## src/rtl/cache_pkg.sv

```systemverilog
// rtl/cache_pkg.sv - shared types and constants for the cache request arbiter
package cache_pkg;

    localparam int ADDR_W = 19;
    localparam int DATA_W = 32;
    localparam int TAG_W  = 10;
    localparam int IDX_W  = 5;
    localparam int OFF_W  = 4;

    typedef enum logic [2:0] {
        CMD_NOP      = 3'd0,
        CMD_READ8    = 3'd1,
        CMD_READ16   = 3'd2,
        CMD_READ32   = 3'd3,
        CMD_INV_LINE = 3'd4,
        CMD_WRITE8   = 3'd5,
        CMD_WRITE16  = 3'd6,
        CMD_WRITE32  = 3'd7
    } cmd_e;

    typedef enum logic [1:0] {
        IDLE  = 2'd0,
        ISSUE = 2'd1,
        WAIT  = 2'd2,
        RESP  = 2'd3
    } arb_state_e;

    function automatic logic is_read(cmd_e c);
        return (c == CMD_READ8) || (c == CMD_READ16) || (c == CMD_READ32);
    endfunction

endpackage

```

## src/rtl/cache_req_arbiter_if.sv

```systemverilog
// rtl/cache_req_arbiter_if.sv - command/response bus between the arbiter and the cache
interface cache_req_arbiter_if #(
    parameter int ADDR_W = 19,
    parameter int DATA_W = 32
);
    logic              cache_cmd_valid;
    logic [2:0]        cache_cmd;
    logic [ADDR_W-1:0] cache_addr;
    logic [DATA_W-1:0] cache_wdata;
    logic              cache_done;
    logic [DATA_W-1:0] cache_rdata;

    modport master (
        output cache_cmd_valid, cache_cmd, cache_addr, cache_wdata,
        input  cache_done, cache_rdata
    );

    modport slave (
        input  cache_cmd_valid, cache_cmd, cache_addr, cache_wdata,
        output cache_done, cache_rdata
    );
endinterface

```

## src/rtl/cache_req_arbiter_rr_pick2.sv

```systemverilog
// rtl/cache_req_arbiter_rr_pick2.sv - combinational two-way round-robin selector
module rr_pick2 (
    input  logic [1:0] req,
    input  logic       ptr,
    output logic       gnt_valid,
    output logic       gnt_idx
);
    // ptr only matters under contention; a lone requester always wins
    assign gnt_valid = |req;
    assign gnt_idx   = (req == 2'b11) ? ptr : req[1];
endmodule

```

## src/rtl/cache_req_arbiter.sv

```systemverilog
// rtl/cache_req_arbiter.sv - shares the cache command port between two requesters
module cache_req_arbiter #(
    parameter int ADDR_W  = cache_pkg::ADDR_W,
    parameter int DATA_W  = cache_pkg::DATA_W,
    parameter int TIMEOUT = 255,
    parameter int CNT_W   = 16
) (
    input  logic              clk,
    input  logic              rst_n,
    input  logic [1:0]        req,
    input  logic [2:0]        cmd0,
    input  logic [2:0]        cmd1,
    input  logic [ADDR_W-1:0] addr0,
    input  logic [ADDR_W-1:0] addr1,
    input  logic [DATA_W-1:0] wdata0,
    input  logic [DATA_W-1:0] wdata1,
    output logic [1:0]        done,
    output logic              err,
    output logic [DATA_W-1:0] rdata,
    cache_req_arbiter_if.master cache,
    output logic [CNT_W-1:0]  grant_cnt0,
    output logic [CNT_W-1:0]  grant_cnt1
);
    import cache_pkg::*;

    localparam logic [7:0] TMO_LAST = 8'(TIMEOUT - 1);

    arb_state_e        state, state_nxt;
    logic              ptr;
    logic              gnt_valid, gnt_idx;
    logic              g_lat;
    cmd_e              cmd_lat, sel_cmd;
    logic [ADDR_W-1:0] addr_lat, sel_addr;
    logic [DATA_W-1:0] wdata_lat, sel_wdata;
    logic [DATA_W-1:0] rdata_lat;
    logic              err_lat;
    logic [7:0]        tmo_cnt;
    logic              tmo_hit;
    logic              grant;

    rr_pick2 u_pick (
        .req       (req),
        .ptr       (ptr),
        .gnt_valid (gnt_valid),
        .gnt_idx   (gnt_idx)
    );

    assign sel_cmd   = cmd_e'(gnt_idx ? cmd1 : cmd0);
    assign sel_addr  = gnt_idx ? addr1 : addr0;
    assign sel_wdata = gnt_idx ? wdata1 : wdata0;
    assign grant     = (state == IDLE) && gnt_valid;
    assign tmo_hit   = (tmo_cnt == TMO_LAST);

    always_ff @(posedge clk or negedge rst_n) begin
        if (!rst_n) begin
            state <= IDLE;
        end else begin
            state <= state_nxt;
        end
    end

    always_comb begin
        state_nxt = state;
        case (state)
            IDLE:  if (gnt_valid) state_nxt = (sel_cmd == CMD_NOP) ? RESP : ISSUE;
            ISSUE: state_nxt = WAIT;
            WAIT:  if (cache.cache_done || tmo_hit) state_nxt = RESP;
            RESP:  state_nxt = IDLE;
            default: state_nxt = IDLE;
        endcase
    end

    always_comb begin
        done                  = 2'b00;
        err                   = 1'b0;
        rdata                 = '0;
        cache.cache_cmd_valid = 1'b0;
        cache.cache_cmd       = 3'd0;
        cache.cache_addr      = '0;
        cache.cache_wdata     = '0;
        if (state == ISSUE || state == WAIT) begin
            cache.cache_cmd_valid = (state == ISSUE);
            cache.cache_cmd       = cmd_lat;
            cache.cache_addr      = addr_lat;
            cache.cache_wdata     = wdata_lat;
        end
        if (state == RESP) begin
            done  = g_lat ? 2'b10 : 2'b01;
            err   = err_lat;
            rdata = rdata_lat;
        end
    end

    always_ff @(posedge clk or negedge rst_n) begin
        if (!rst_n) begin
            ptr       <= 1'b0;
            g_lat     <= 1'b0;
            cmd_lat   <= CMD_NOP;
            addr_lat  <= '0;
            wdata_lat <= '0;
            rdata_lat <= '0;
            err_lat   <= 1'b0;
            tmo_cnt   <= '0;
        end else begin
            case (state)
                IDLE: begin
                    if (gnt_valid) begin
                        g_lat     <= gnt_idx;
                        cmd_lat   <= sel_cmd;
                        addr_lat  <= sel_addr;
                        wdata_lat <= sel_wdata;
                        rdata_lat <= '0;
                        err_lat   <= 1'b0;
                    end
                end
                ISSUE: tmo_cnt <= '0;
                WAIT: begin
                    // non-read commands never return data, even if the cache drives some
                    if (cache.cache_done) begin
                        rdata_lat <= is_read(cmd_lat) ? cache.cache_rdata : '0;
                        err_lat   <= 1'b0;
                    end else if (tmo_hit) begin
                        rdata_lat <= '0;
                        err_lat   <= 1'b1;
                    end else begin
                        tmo_cnt <= tmo_cnt + 8'd1;
                    end
                end
                RESP: ptr <= ~g_lat;
                default: ;
            endcase
        end
    end

    always_ff @(posedge clk or negedge rst_n) begin
        if (!rst_n) begin
            grant_cnt0 <= '0;
            grant_cnt1 <= '0;
        end else if (grant) begin
            if (!gnt_idx && grant_cnt0 != '1) grant_cnt0 <= grant_cnt0 + CNT_W'(1);
            if (gnt_idx && grant_cnt1 != '1)  grant_cnt1 <= grant_cnt1 + CNT_W'(1);
        end
    end

endmodule

```

## src/flat_wrapper.sv

```systemverilog
// flat-port wrapper written by rule: the top's interface ports become plain ports
module cache_req_arbiter_flat import cache_pkg::*;
#(
    parameter int ADDR_W  = cache_pkg::ADDR_W,
    parameter int DATA_W  = cache_pkg::DATA_W,
    parameter int TIMEOUT = 255,
    parameter int CNT_W   = 16
)
  (clk, rst_n, req, cmd0, cmd1, addr0, addr1, wdata0, wdata1, done, err, rdata, grant_cnt0, grant_cnt1, cache_cache_cmd_valid, cache_cache_cmd, cache_cache_addr, cache_cache_wdata, cache_cache_done, cache_cache_rdata);
  cache_req_arbiter_if #(.ADDR_W(ADDR_W), .DATA_W(DATA_W)) cache_i ();
  input  logic clk;
  input  logic rst_n;
  input  logic [1:0] req;
  input  logic [2:0] cmd0;
  input  logic [2:0] cmd1;
  input  logic [ADDR_W-1:0] addr0;
  input  logic [ADDR_W-1:0] addr1;
  input  logic [DATA_W-1:0] wdata0;
  input  logic [DATA_W-1:0] wdata1;
  output logic [1:0] done;
  output logic err;
  output logic [DATA_W-1:0] rdata;
  output logic [CNT_W-1:0] grant_cnt0;
  output logic [CNT_W-1:0] grant_cnt1;
  output wire logic [$bits(cache_i.cache_cmd_valid)-1:0] cache_cache_cmd_valid;
  output wire logic [$bits(cache_i.cache_cmd)-1:0] cache_cache_cmd;
  output wire logic [$bits(cache_i.cache_addr)-1:0] cache_cache_addr;
  output wire logic [$bits(cache_i.cache_wdata)-1:0] cache_cache_wdata;
  input wire logic [$bits(cache_i.cache_done)-1:0] cache_cache_done;
  input wire logic [$bits(cache_i.cache_rdata)-1:0] cache_cache_rdata;
  assign cache_cache_cmd_valid = cache_i.cache_cmd_valid;
  assign cache_cache_cmd = cache_i.cache_cmd;
  assign cache_cache_addr = cache_i.cache_addr;
  assign cache_cache_wdata = cache_i.cache_wdata;
  assign cache_i.cache_done = cache_cache_done;
  assign cache_i.cache_rdata = cache_cache_rdata;
  cache_req_arbiter #(.ADDR_W(ADDR_W), .DATA_W(DATA_W), .TIMEOUT(TIMEOUT), .CNT_W(CNT_W)) u_core (.clk(clk), .rst_n(rst_n), .req(req), .cmd0(cmd0), .cmd1(cmd1), .addr0(addr0), .addr1(addr1), .wdata0(wdata0), .wdata1(wdata1), .done(done), .err(err), .rdata(rdata), .cache(cache_i), .grant_cnt0(grant_cnt0), .grant_cnt1(grant_cnt1));
endmodule
```

## config.mk

```make
export PLATFORM = sky130hd
export DESIGN_NAME = cache_req_arbiter_flat
export DESIGN_NICKNAME = d
export VERILOG_FILES = /design/src/rtl/cache_pkg.sv /design/src/rtl/cache_req_arbiter_if.sv /design/src/rtl/cache_req_arbiter_rr_pick2.sv /design/src/rtl/cache_req_arbiter.sv /design/src/flat_wrapper.sv
export SDC_FILE = /design/constraint.sdc
export NUM_CORES = 1
export LEC_CHECK = 0
export BUFFER_PORTS_ARGS = -buffer_cell sky130_fd_sc_hd__buf_4
export CORE_ASPECT_RATIO = 0.75
export CORE_MARGIN = 4
export CORE_UTILIZATION = 50
export DETAILED_ROUTE_END_ITERATION = 7
export GPL_TIMING_DRIVEN = 0
export PLACE_DENSITY = 0.82
export SETUP_SLACK_MARGIN = 0.05
export SLEW_MARGIN = 5
export SYNTH_ARGS = -nofsm -noshare
export SYNTH_HDL_FRONTEND = slang
export SYNTH_HIERARCHICAL = 1
export SYNTH_SLANG_ARGS = --single-unit
```

## constraint.sdc

```tcl
create_clock -name clk -period 5.05 [get_ports clk]
set_clock_uncertainty 0.05 [all_clocks]
set_input_delay 1.2625 -clock clk [delete_from_list [all_inputs] [get_ports clk]]
set_output_delay 1.2625 -clock clk [all_outputs]
set_load 0.1 [all_outputs]
```

# Word-level counts from Yosys, hierarchy flattened
# Cells that the tools add are included.
# totals
output_inout_bits	122
wordCells	77
rom_bits	0
mem_bits_rw	0
inputBits	145
n_memories	0
reg_bits	131
latchBits	0
# classes
muxes	28
n_bitwise	1
order_cmp	0
n_shift	0
n_reduce_logical	19
multipliers	0
eq_ne	15
div_mod_pow	0
add_sub_neg	3
# ops
cell	n
two-way mux 32 bit	7
one-hot mux 32 bit (2 select lines)	1
two-way mux 19 bit	2
adder 16 x 1 -> 16 bit, second input constant	2
inequality test 16 bit, second input constant	2
two-way mux 8 bit	2
one-hot mux 8 bit (2 select lines)	1
two-way mux 2 bit	5
adder 8 x 1 -> 8 bit, second input constant	1
== test 8 bit, second input constant	1
one-hot mux 2 bit (4 select lines)	1
AND reduction 2 bit	4
== test 2 bit, second input constant	3
== test 3 x 2 -> 1 bit, second input constant	2
two-way mux 1 bit	6
two-way mux 3 bit	2
AND reduction 3 bit	2
logical OR 1 bit	4
inequality test 2 x 1 -> 1 bit, second input constant	2
inequality test 2 bit, second input constant	2
nonzero test 2 bit	2
== test 3 x 1 -> 1 bit, second input constant	1
logical AND 1 bit	3
logical NOT 3 bit	1
other kinds (7)	7

# Logic depth before layout (Yosys ltp)
# Gate-level depths: netlist of the first run.
# depth
word_depth	7
depth_mapped	8
depth_no_buf	6

# Modules after synthesis
# Netlist of the first run, hierarchy kept.
# modules_own_cells
module	n_inst	cells_per_inst	area_each_um2
cache_req_arbiter	1	683	6701.4
rr_pick2	1	3	17.5

# Worst setup path after synthesis of the first run
# OpenSTA, ideal clock, no wires.
# synth_path
path_type	register -> output
start	register u_core.state[0]
end	output done[0]
arrival_time_ns	1.961
path_stages_with_launch	4
setup_slack_ns	1.777
n_path_buf	0
required_ns	3.738
cell_sequence	dfrtp_1 ha_1 inv_1 nor2_1
# synth_via
elab_chain_len	2
# synth_rtl
item	line	source
from (decl)	cache_req_arbiter.sv:28	arb_state_e state, state_nxt;
from (signal assigned)	cache_req_arbiter.sv:58	state <= state_nxt;
== test 2 bit	cache_req_arbiter.sv:87	if (state == RESP) begin
two-way mux 2 bit	cache_req_arbiter.sv:87	
to (decl)	flat_wrapper.sv:20	output logic [1:0] done;
# Every way passes these cells.

# Worst setup path in the final report of the first run
# layout_path
start	register u_core.state[0]
end	output cache_cache_wdata[21]
# layout_via
elab_chain_len	3
# layout_rtl
item	line	source
== test 2 x 1 -> 1 bit / == test 2 bit (equally long branches)	cache_req_arbiter.sv:81	if (state == ISSUE || state == WAIT) begin
logical OR 1 bit *	cache_req_arbiter.sv:81	
two-way mux 32 bit *	cache_req_arbiter.sv:81	
to (decl)	flat_wrapper.sv:28	output wire logic [$bits(cache_i.cache_wdata)-1:0] cache_cache_wdata;
# Mark *: on every way between the ends. The rest lies on a longest branch, timed or not.

==> metrics.cfg, run 1 <==
[outcome]
status=finished clean

[route]
drc_errors=0
drtAntennaViolNets=0
vias=6047
totalWireLength_mm=19.5
first_pass_iters=5
drtIter0Drc=339
wl_per_cell_um=16.9
routed_via_density=5.24

[global_route]
grt_usage=0.251
overflow=0
grt_max_degree=75
grt_use_met1=0.327
grt_pass1_wl_mm=30.6
grt_use_met3=0.0774
grt_pass1_vias=6020
top_usage_layer=met2
antenna_found_initial=0
use_met2=0.410

[job]
max_cap_viol_count=0

[power]
leakagePower_nw=4.72
vdd_ir_drop_max_mv=0.765
power_density_nw_per_um2=746

[layout]
drive_gt1_frac=0.333
antenna_cells=0
nets=1126
design_area_um2=9570
area_growth_pct=42.4

[floorplan]
die_w_um=142
die-area_um2=15400
initial_core_util=0.514
rows=36
die_h_um=108
coreArea_um2=13100
io_pins=267

[setup_path]
required_ns=3.74
critPathKind=reg -> out
crit_fanout=10
startpoint_type=flip-flop
cp-end-kind=output port
crit_arrival_ns=2.38

[sta]
slew-limit-headroom=0.605
finalHoldViolCount=0
fmax_ghz=0.271
period_share=0.730
holdWs_ns=0.419
fin_tns_setup_ns=0
report.final.slew_viol_count=0
tightest_slew_ns=0.587
rsz0062_at_grt=false
finalSetupViolCount=0
layout_min_cycle_time_ns=3.69

[cts]
root_buffer=clkbuf_16
cts_setup_buffers=0
cts_tree=done
ctsHoldBuffers=0
cts_htree_levels=4
clock-sinks=131
cts_resized=0
cts_made_buffers=17
clk_path_buf_depth=2
cts.clk_slew.worst_paths_ns=0.05
clkLatencyLatePin_ns=0.40

[synthesis]
netlist_area_um2=6720
syn_nets=840
synthTopCellsByArea=dfrtp_1 (49%), mux2i_1 (8.6%), and2_1 (8.3%), o21ai_0 (6.8%), nand2_1 (5.8%)
synth_edf_count=0
yosysMostFrequentCell=dfrtp_1
synthFlopType=dfrtp_1
netlist_top_cells_count=dfrtp_1 (131), nand2_1 (104), o21ai_0 (91)
async_reset_ff_frac=1.00
syn_area_per_cell_um2=9.79
yosys_warnings=6
syn_inst=686
synth_top_area_cell=dfrtp_1
synth_cell_types=55
ys_seq_area_frac=0.488
synth_seq_cells=131
synth_top_area_share=0.488

[placement]
dp_hpwl_mm=14.9
placed_area_um2=8960
globalplace.congestion=0.820
portBuffers=266

[worst_hold_path]
hold_class=reg -> reg

==> power breakdown <==
part	switching (W)	internal (W)	total (W)
combinational	0.00336	0.000970	0.00433
sequential	0.000189	0.00136	0.00155
clock	0.000461	0.000801	0.00126
==> kinds of logic (layout without fill, tap and decap cells) <==
family,count (synthesis),in the layout,share of synthesized area
buffers and inverters,51,349,0.0359
multiplexers,60,60,0.0898
flip-flops,131,131,0.488
AO/OA/AOI/OAI,140,140,0.113
adder cells (fa/ha/maj),9,9,0.0168
AND/OR/NAND/NOR,266,266,0.219
XOR/XNOR,29,29,0.0378
==> critical path: stages, from the launching register on <==
cell	delay, ns
dfrtp_1	0.39
inv_1	0.10
ha_1	0.28
clkbuf_1	0.36
clkbuf_1	0.32
and2_1	0.23
buf_4	0.30
==> layer usage <==
metal | vias to the layer above | part of all wire
li1 | 2922 | -
met1 | 2910 | 0.41
met2 | 200 | 0.49
met3 | 15 | 0.083
met4 | 0 | 0.012
met5 | - | 0
==> flip-flops by register name, summed over array words and instances (netlist names) <==
register and count:
u_core/addr_lat 19, u_core/cmd_lat 3, u_core/err_lat 1, u_core/g_lat 1, u_core/grant_cnt0 16, u_core/grant_cnt1 16
u_core/ptr 1, u_core/rdata_lat 32, u_core/state 2, u_core/tmo_cnt 8, u_core/wdata_lat 32
==> metrics by stage <==
step / instances / util / setup slack, ns / total power [W]
3_3_place_gp: 1123 / 0.684 / 1.75 / 0.00584
3_5_place_dp: 1124 / 0.686 / 1.73 / 0.00590
6_report: 1155 / 0.733 / 1.36 / 0.00714
5_1_grt: 1155 / 0.733 / 1.15 / 0.00747
2_1_floorplan: 686 / - / 1.78 / 0.00485
4_1_cts: 1155 / 0.733 / 1.30 / 0.00719
==> cell type report <==
class,count,area (um2)
Fill cell,994,3490
Sequential cell,131,3280
Multi-Input combinational cell,504,3200
Timing Repair Buffer,267,2030
Clock buffer,19,453
Tap cell,171,214
Buffer,43,211
Clock inverter,12,156
Inverter,8,30.0
==> worst paths after layout <==
kind | endpoint | from | cells past startpoint | slack (ns)
min reg2reg | u_core/addr_lat[13] | u_core/addr_lat[13] | 2 | 0.42
max in group asynchronous | u_core/wdata_lat[2] | rst_n | 2 | 3.44
min in group asynchronous | u_core/rdata_lat[28] | rst_n | 1 | 0.77
max reg2reg | u_core/cmd_lat[1] | u_core/state[0] | 8 | 2.80
max | cache_cache_wdata[21] | u_core/state[0] | 6 | 1.36
min | u_core/addr_lat[13] | u_core/addr_lat[13] | 2 | 0.42
==> cells in the final DEF (no fill, tap or decap), types with 10 or more instances in the layout <==
cell type	n
and2_1	89
buf_2	10
buf_4	267
clkbuf_1	27
clkbuf_16	17
dfrtp_1	131
mux2i_1	58
nand2_1	104
nand3_1	15
o21ai_0	91
o21ai_1	30
xnor2_1	15
xor2_1	14
Note: power is estimated with default switching activity, not from simulation.
==> run 2: changes to the inputs <==
- ABC_AREA: not set -> 1
- PLACE_DENSITY: 0.82 -> 0.8
- clock period: 5.05 -> 3.5 ns (I/O delays scaled with it)
==> run 2 against run 1 <==
Compared with the run above:
- design area is 7.9% higher
- utilization is 2.5 points lower
- non-clock buffer count increased by 7
- critical endpoint is now cache_cache_wdata[23]
- sequential share of layout area down 2.5 points
- hold slack lost 0.019 ns
- clock-buffer cell count is 6 higher
- synthesized cell count grew 59%
==> metrics.cfg, run 2 <==
[outcome]
status=finished clean

[cts]
clock-sinks=131  ; unchanged
cts_tree=done
ctsHoldBuffers=0  ; unchanged
root_buffer=clkbuf_16
cts_htree_levels=4  ; unchanged
clk_path_buf_depth=2  ; unchanged
cts_made_buffers=17  ; unchanged
clkLatencyLatePin_ns=0.41  ; about the same
cts.clk_slew.worst_paths_ns=0.06  ; about the same

[floorplan]
die_h_um=114  ; +5.2%
rows=38  ; +5.6%
coreArea_um2=14600  ; +12%
initial_core_util=0.514  ; -0.000738
die-area_um2=17000  ; +11%
io_pins=267  ; unchanged
die_w_um=149  ; +5.3%

[route]
drtAntennaViolNets=0  ; unchanged
routed_via_density=4.98  ; -4.8%
drc_errors=0  ; unchanged
first_pass_iters=7  ; +2
wl_per_cell_um=15.1  ; -11%
drtIter0Drc=481  ; +42%
totalWireLength_mm=23.9  ; +23%
vias=7909  ; +31%

[synthesis]
synthFlopType=dfrtp_1
yosys_warnings=6  ; unchanged
yosysMostFrequentCell=nand2_1
synth_edf_count=0  ; unchanged
synth_top_area_cell=dfrtp_1
synthTopCellsByArea=dfrtp_1 (44%), nand2_1 (19%), inv_1 (7.8%), a21oi_1 (6.9%), nor2_1 (6.2%)
ys_seq_area_frac=0.437  ; -0.0506
synth_top_area_share=0.437  ; -0.0506
netlist_area_um2=7500  ; +12%
synth_cell_types=30  ; -45%
syn_inst=1091  ; +59%
syn_area_per_cell_um2=6.87  ; -30%
synth_seq_cells=131  ; unchanged
syn_nets=1245  ; +48%
async_reset_ff_frac=1.00  ; unchanged
netlist_top_cells_count=nand2_1 (384), inv_1 (156), dfrtp_1 (131)

[setup_path]
crit_arrival_ns=2.33  ; -0.05 ns
regToRegStartpoint=u_core/state[0]
crit_fanout=10  ; unchanged
reg2reg_depth=8  ; unchanged
rr_endpoint=u_core/grant_cnt0[8]
slowest_delay_ns=0.50  ; +0.11 ns
required_ns=2.57  ; -1.17 ns
cp_cell_sequence=inv_1 -> ha_2 -> buf_1 -> nand2_1 -> inv_1 -> buf_4
cpMostUsedCell=inv_1
startpoint_type=flip-flop
worst-path-stages=6  ; unchanged
cp-end-kind=output port
worst_path_max_delay_cell=ha_2
reg2reg_slack_ns=1.24  ; -1.56 ns
critPathKind=reg -> out
crit_buf_inv=4  ; unchanged
crit_family=buffers and inverters

[layout]
mostFrequentLayoutCells=nand2_1 (384), buf_4 (266), inv_1 (156), dfrtp_1 (131), nor2_1 (124)
reg_top3=u_core/rdata_lat (32), u_core/wdata_lat (32), u_core/addr_lat (19)
antenna_cells=0  ; unchanged
final_common_cell=nand2_1
drive_gt1_frac=0.239  ; -0.0940
area_growth_pct=37.8
nets=1530  ; +36%

[global_route]
antenna_found_initial=0  ; unchanged
grt_pass1_vias=7397  ; +23%
grt_usage=0.278  ; +0.0265
overflow=0  ; unchanged
grt_max_degree=73  ; -2.7%
grt_pass1_wl_mm=37.4  ; +22%

[placement]
dp_hpwl_mm=18.0  ; +21%
pre_cts_ws_ns=0.210  ; -1.52 ns
portBuffers=266  ; unchanged
globalplace.congestion=0.930  ; +13%

[sta]
layout_setup_ws_ns=0.247  ; -1.12 ns
finalSetupViolCount=0  ; unchanged
finalHoldViolCount=0  ; unchanged
fin_tns_setup_ns=0  ; unchanged
period_share=0.929
fmax_ghz=0.307
layout_min_cycle_time_ns=3.25
slew-limit-headroom=0.562  ; -0.0425
report.final.slew_viol_count=0  ; unchanged
rsz0062_at_grt=false
tightest_slew_ns=0.657  ; +0.0692 ns

[job]
max_cap_viol_count=0  ; unchanged

[worst_hold_path]
hold_class=in -> async

==> run 2: repair_timing <==
action / 4_1_cts / 5_1_grt
pin swaps: 0 / 0
resized for setup: 1 / 1
buffers inserted: 0 / 0
setup endpoints to repair: 40 / 6
==> run 2: worst max path at each step <==
stage,startpoint,to,slack [ns]
finish,u_core/state[1],cache_cache_wdata[23],0.25
global route,u_core/state[1],cache_cache_wdata[6],0.12
CTS,u_core/state[0],cache_cache_addr[16],0.14
detailed placement,u_core/state[0],cache_cache_addr[16],0.21
global placement,u_core/state[1],cache_cache_addr[16],0.27
floorplan,u_core/state[1],cache_cache_wdata[10],0.68
==> run 2: cell families after synthesis <==
kind of cell / after synthesis / share of synthesized area
and+or+nand+nor: 608 / 0.334
buffers and inverters: 209 / 0.113
DFF: 131 / 0.437
AOI/OAI and AO/OA: 118 / 0.0819
xor gates and xnor gates: 16 / 0.0187
adders and majority gates: 9 / 0.0150
==> run 2: through the flow <==
stage | utilization | cells | area, um2 | hold WS (ns)
2_1_floorplan | - | 1091 | 7500 | 0.392
3_3_place_gp | 0.668 | 1557 | 9740 | 0.409
5_1_grt | 0.708 | 1587 | 10300 | 0.444
6_report | 0.708 | 1587 | 10300 | 0.400
3_5_place_dp | 0.670 | 1558 | 9780 | 0.416
4_1_cts | 0.708 | 1587 | 10300 | 0.405
==> run 2: routing by layer <==
metal / vias up / GRT usage / routed length, um
met5: - / 0 / 0
met3: 52 / 0.0508 / 1720
met4: 0 / 0.111 / 733
li1: 3900 / - / -
met2: 292 / 0.429 / 11100
met1: 3665 / 0.391 / 10400
==> run 2: layout make-up <==
type / instances / area (um2)
fill: 1270 / 4270
multi-input combinational: 751 / 3370
sequential: 131 / 3280
timing repair buffer: 267 / 2030
inverter: 158 / 593
clock buffer: 25 / 505
buffer: 50 / 255
tap: 200 / 250
clock inverter: 5 / 50.0
==> run 2: worst reg2reg max path: cells and delay by family, from the launching register on <==
family                   cells  cell delay, ns
adder cells (fa/ha/maj)      1            0.19
AND/OR/NAND/NOR              3            0.36
buffers and inverters        4            1.19
flip-flops                   1            0.39
Power of run 2 is left out: the tool's default activity adds up to more than one toggle a clock period on the data nets, which glitch-free logic cannot reach.
==> run 3: changes to the inputs <==
- CORE_UTILIZATION: 50 -> 51
- PLACE_DENSITY: 0.8 -> 0.82
==> run 3 against run 2 <==
Compared with the run above:
- clock-buffer cell count decreased by 5
- non-clock buffer count unchanged
- maximum frequency decreased by 2.4%
- via count increased by 1.9%
- critical path depth unchanged
- first-iteration DRC count increased by 67%
- routed wire length increased by 1.6%
- critical endpoint is now cache_cache_addr[16]
- die area decreased by 1.8%
==> metrics.cfg, run 3 (synthesized netlist as in run 2, its figures left out) <==
[outcome]
status=finished clean

[layout]
drive_gt1_frac=0.241  ; +0.00182
design_area_um2=10400  ; +0.76%
instances_no_fill=1589  ; +0.13%
final_common_cell=nand2_1
mostFrequentLayoutCells=nand2_1 (384), buf_4 (266), inv_1 (156), dfrtp_1 (131), nor2_1 (124)
multi_input_area_um2=3370  ; unchanged
nFillCells=1202  ; -5.4%
nets=1530  ; unchanged
reg_top3=u_core/rdata_lat (32), u_core/wdata_lat (32), u_core/addr_lat (19)
antenna_cells=0  ; unchanged
regArea_um2=3280  ; unchanged
area_growth_pct=38.9

[placement]
globalplace.congestion=0.907  ; -2.5%
dp_cells=1558  ; unchanged
dp_hpwl_mm=18.0  ; about the same
placed_area_um2=9780  ; unchanged
pre_cts_ws_ns=0.329  ; +0.119 ns
portBuffers=266  ; unchanged

[route]
wl_per_cell_um=15.3  ; +1.5%
drtAntennaViolNets=0  ; unchanged
drtIter0Drc=805  ; +67%
vias=8059  ; +1.9%
drc_errors=0  ; unchanged
first_pass_iters=5  ; -2
routed_via_density=5.07  ; +1.8%
totalWireLength_mm=24.3  ; +1.6%

[sta]
tightest_slew_ns=0.639  ; -0.0176 ns
layout_setup_ws_ns=0.168  ; -0.0786 ns
slew-limit-headroom=0.574  ; +0.0118
finalHoldViolCount=0  ; unchanged
fin_tns_setup_ns=0  ; unchanged
fmax_ghz=0.300  ; -2.4%
finalSetupViolCount=0  ; unchanged
report.final.slew_viol_count=0  ; unchanged
period_share=0.952  ; +0.0224
layout_min_cycle_time_ns=3.33  ; +0.0786 ns
rsz0062_at_grt=false

[global_route]
antenna_found_initial=0  ; unchanged
grt_pass1_vias=7489  ; +1.2%
grt_pass1_wl_mm=38.2  ; +2.0%
overflow=0  ; unchanged
grt_usage=0.284  ; +0.00654
grt_max_degree=76  ; +4.1%

[setup_path]
crit_path_start=u_core/state[0]
required_ns=2.57  ; about the same
crit_arrival_ns=2.41  ; +0.08 ns
reg2reg_slack_ns=1.24  ; about the same
crit_fanout=10  ; unchanged
rr_endpoint=u_core/addr_lat[18]
cp-end-kind=output port
regToRegStartpoint=u_core/state[0]
critPathKind=reg -> out
endpoint=cache_cache_addr[16]
startpoint_type=flip-flop
reg2reg_depth=7  ; -1

[floorplan]
rows=38  ; unchanged
die_w_um=148  ; -0.93%
die_h_um=113  ; -0.92%
coreArea_um2=14500  ; -0.98%
initial_core_util=0.519  ; +0.00507
io_pins=267  ; unchanged
die-area_um2=16700  ; -1.8%

[cts]
clk_path_buf_depth=2  ; unchanged
cts_setup_buffers=0  ; unchanged
cts_tree=done
clock-sinks=131  ; unchanged
root_buffer=clkbuf_16
cts_made_buffers=17  ; unchanged
cts.clk_slew.worst_paths_ns=0.06  ; about the same
cts_htree_levels=4  ; unchanged
clkLatencyLatePin_ns=0.41  ; about the same

[worst_hold_path]
hold_class=in -> async

[job]
max_cap_viol_count=0  ; unchanged

-- run 3: worst min path at each step --
| stage | from | to | slack, ns | depth (start not counted) |
|---|---|---|---|---|
| floorplan | u_core/err_lat | u_core/err_lat | 0.39 | 2 |
| global placement | u_core/err_lat | u_core/err_lat | 0.41 | 2 |
| detailed placement | u_core/err_lat | u_core/err_lat | 0.41 | 2 |
| CTS | rst_n | u_core/tmo_cnt[3] | 0.39 | 1 |
| global route | rst_n | u_core/tmo_cnt[5] | 0.41 | 1 |
| finish | rst_n | u_core/tmo_cnt[3] | 0.36 | 1 |
-- run 3: area by class of cell --
cell class / count / share of cell area
inverter: 158 / 0.0570
clock buffer: 20 / 0.0439
timing repair buffer: 267 / 0.195
multi-input combinational: 751 / 0.324
sequential: 131 / 0.315
tap: 200 / 0.0240
buffer: 50 / 0.0244
clock inverter: 12 / 0.0172
-- run 3: timing repair --
item / in CTS / in global routing
gates resized for setup: 0 / 1
setup endpoints to repair: 50 / 33
hold buffers: 0 / 0
endpoints found under the hold margin: 0 / 0
-- run 3: per-layer routing --
metal / track usage / share of wire / wire [um]
met3: 0.0524 / 0.082 / 1990
met4: 0.102 / 0.028 / 689
met1: 0.390 / 0.42 / 10100
met2: 0.457 / 0.47 / 11500
met5: 0 / 0 / 0
-- run 3: critical path, stage by stage (launching register included) --
cell and delay, ns:
dfrtp_1 0.40, inv_1 0.12, ha_2 0.53, clkbuf_1 0.41, nand2_1 0.11, inv_1 0.11
buf_4 0.30
-- run 3: metrics by stage --
stage | utilization | hold WS (ns)
global route | 0.720 | 0.410
finish | 0.720 | 0.364
detailed placement | 0.676 | 0.409
global placement | 0.674 | 0.407
CTS | 0.720 | 0.391
floorplan | - | 0.392
Power of run 3 is left out for the same reason.
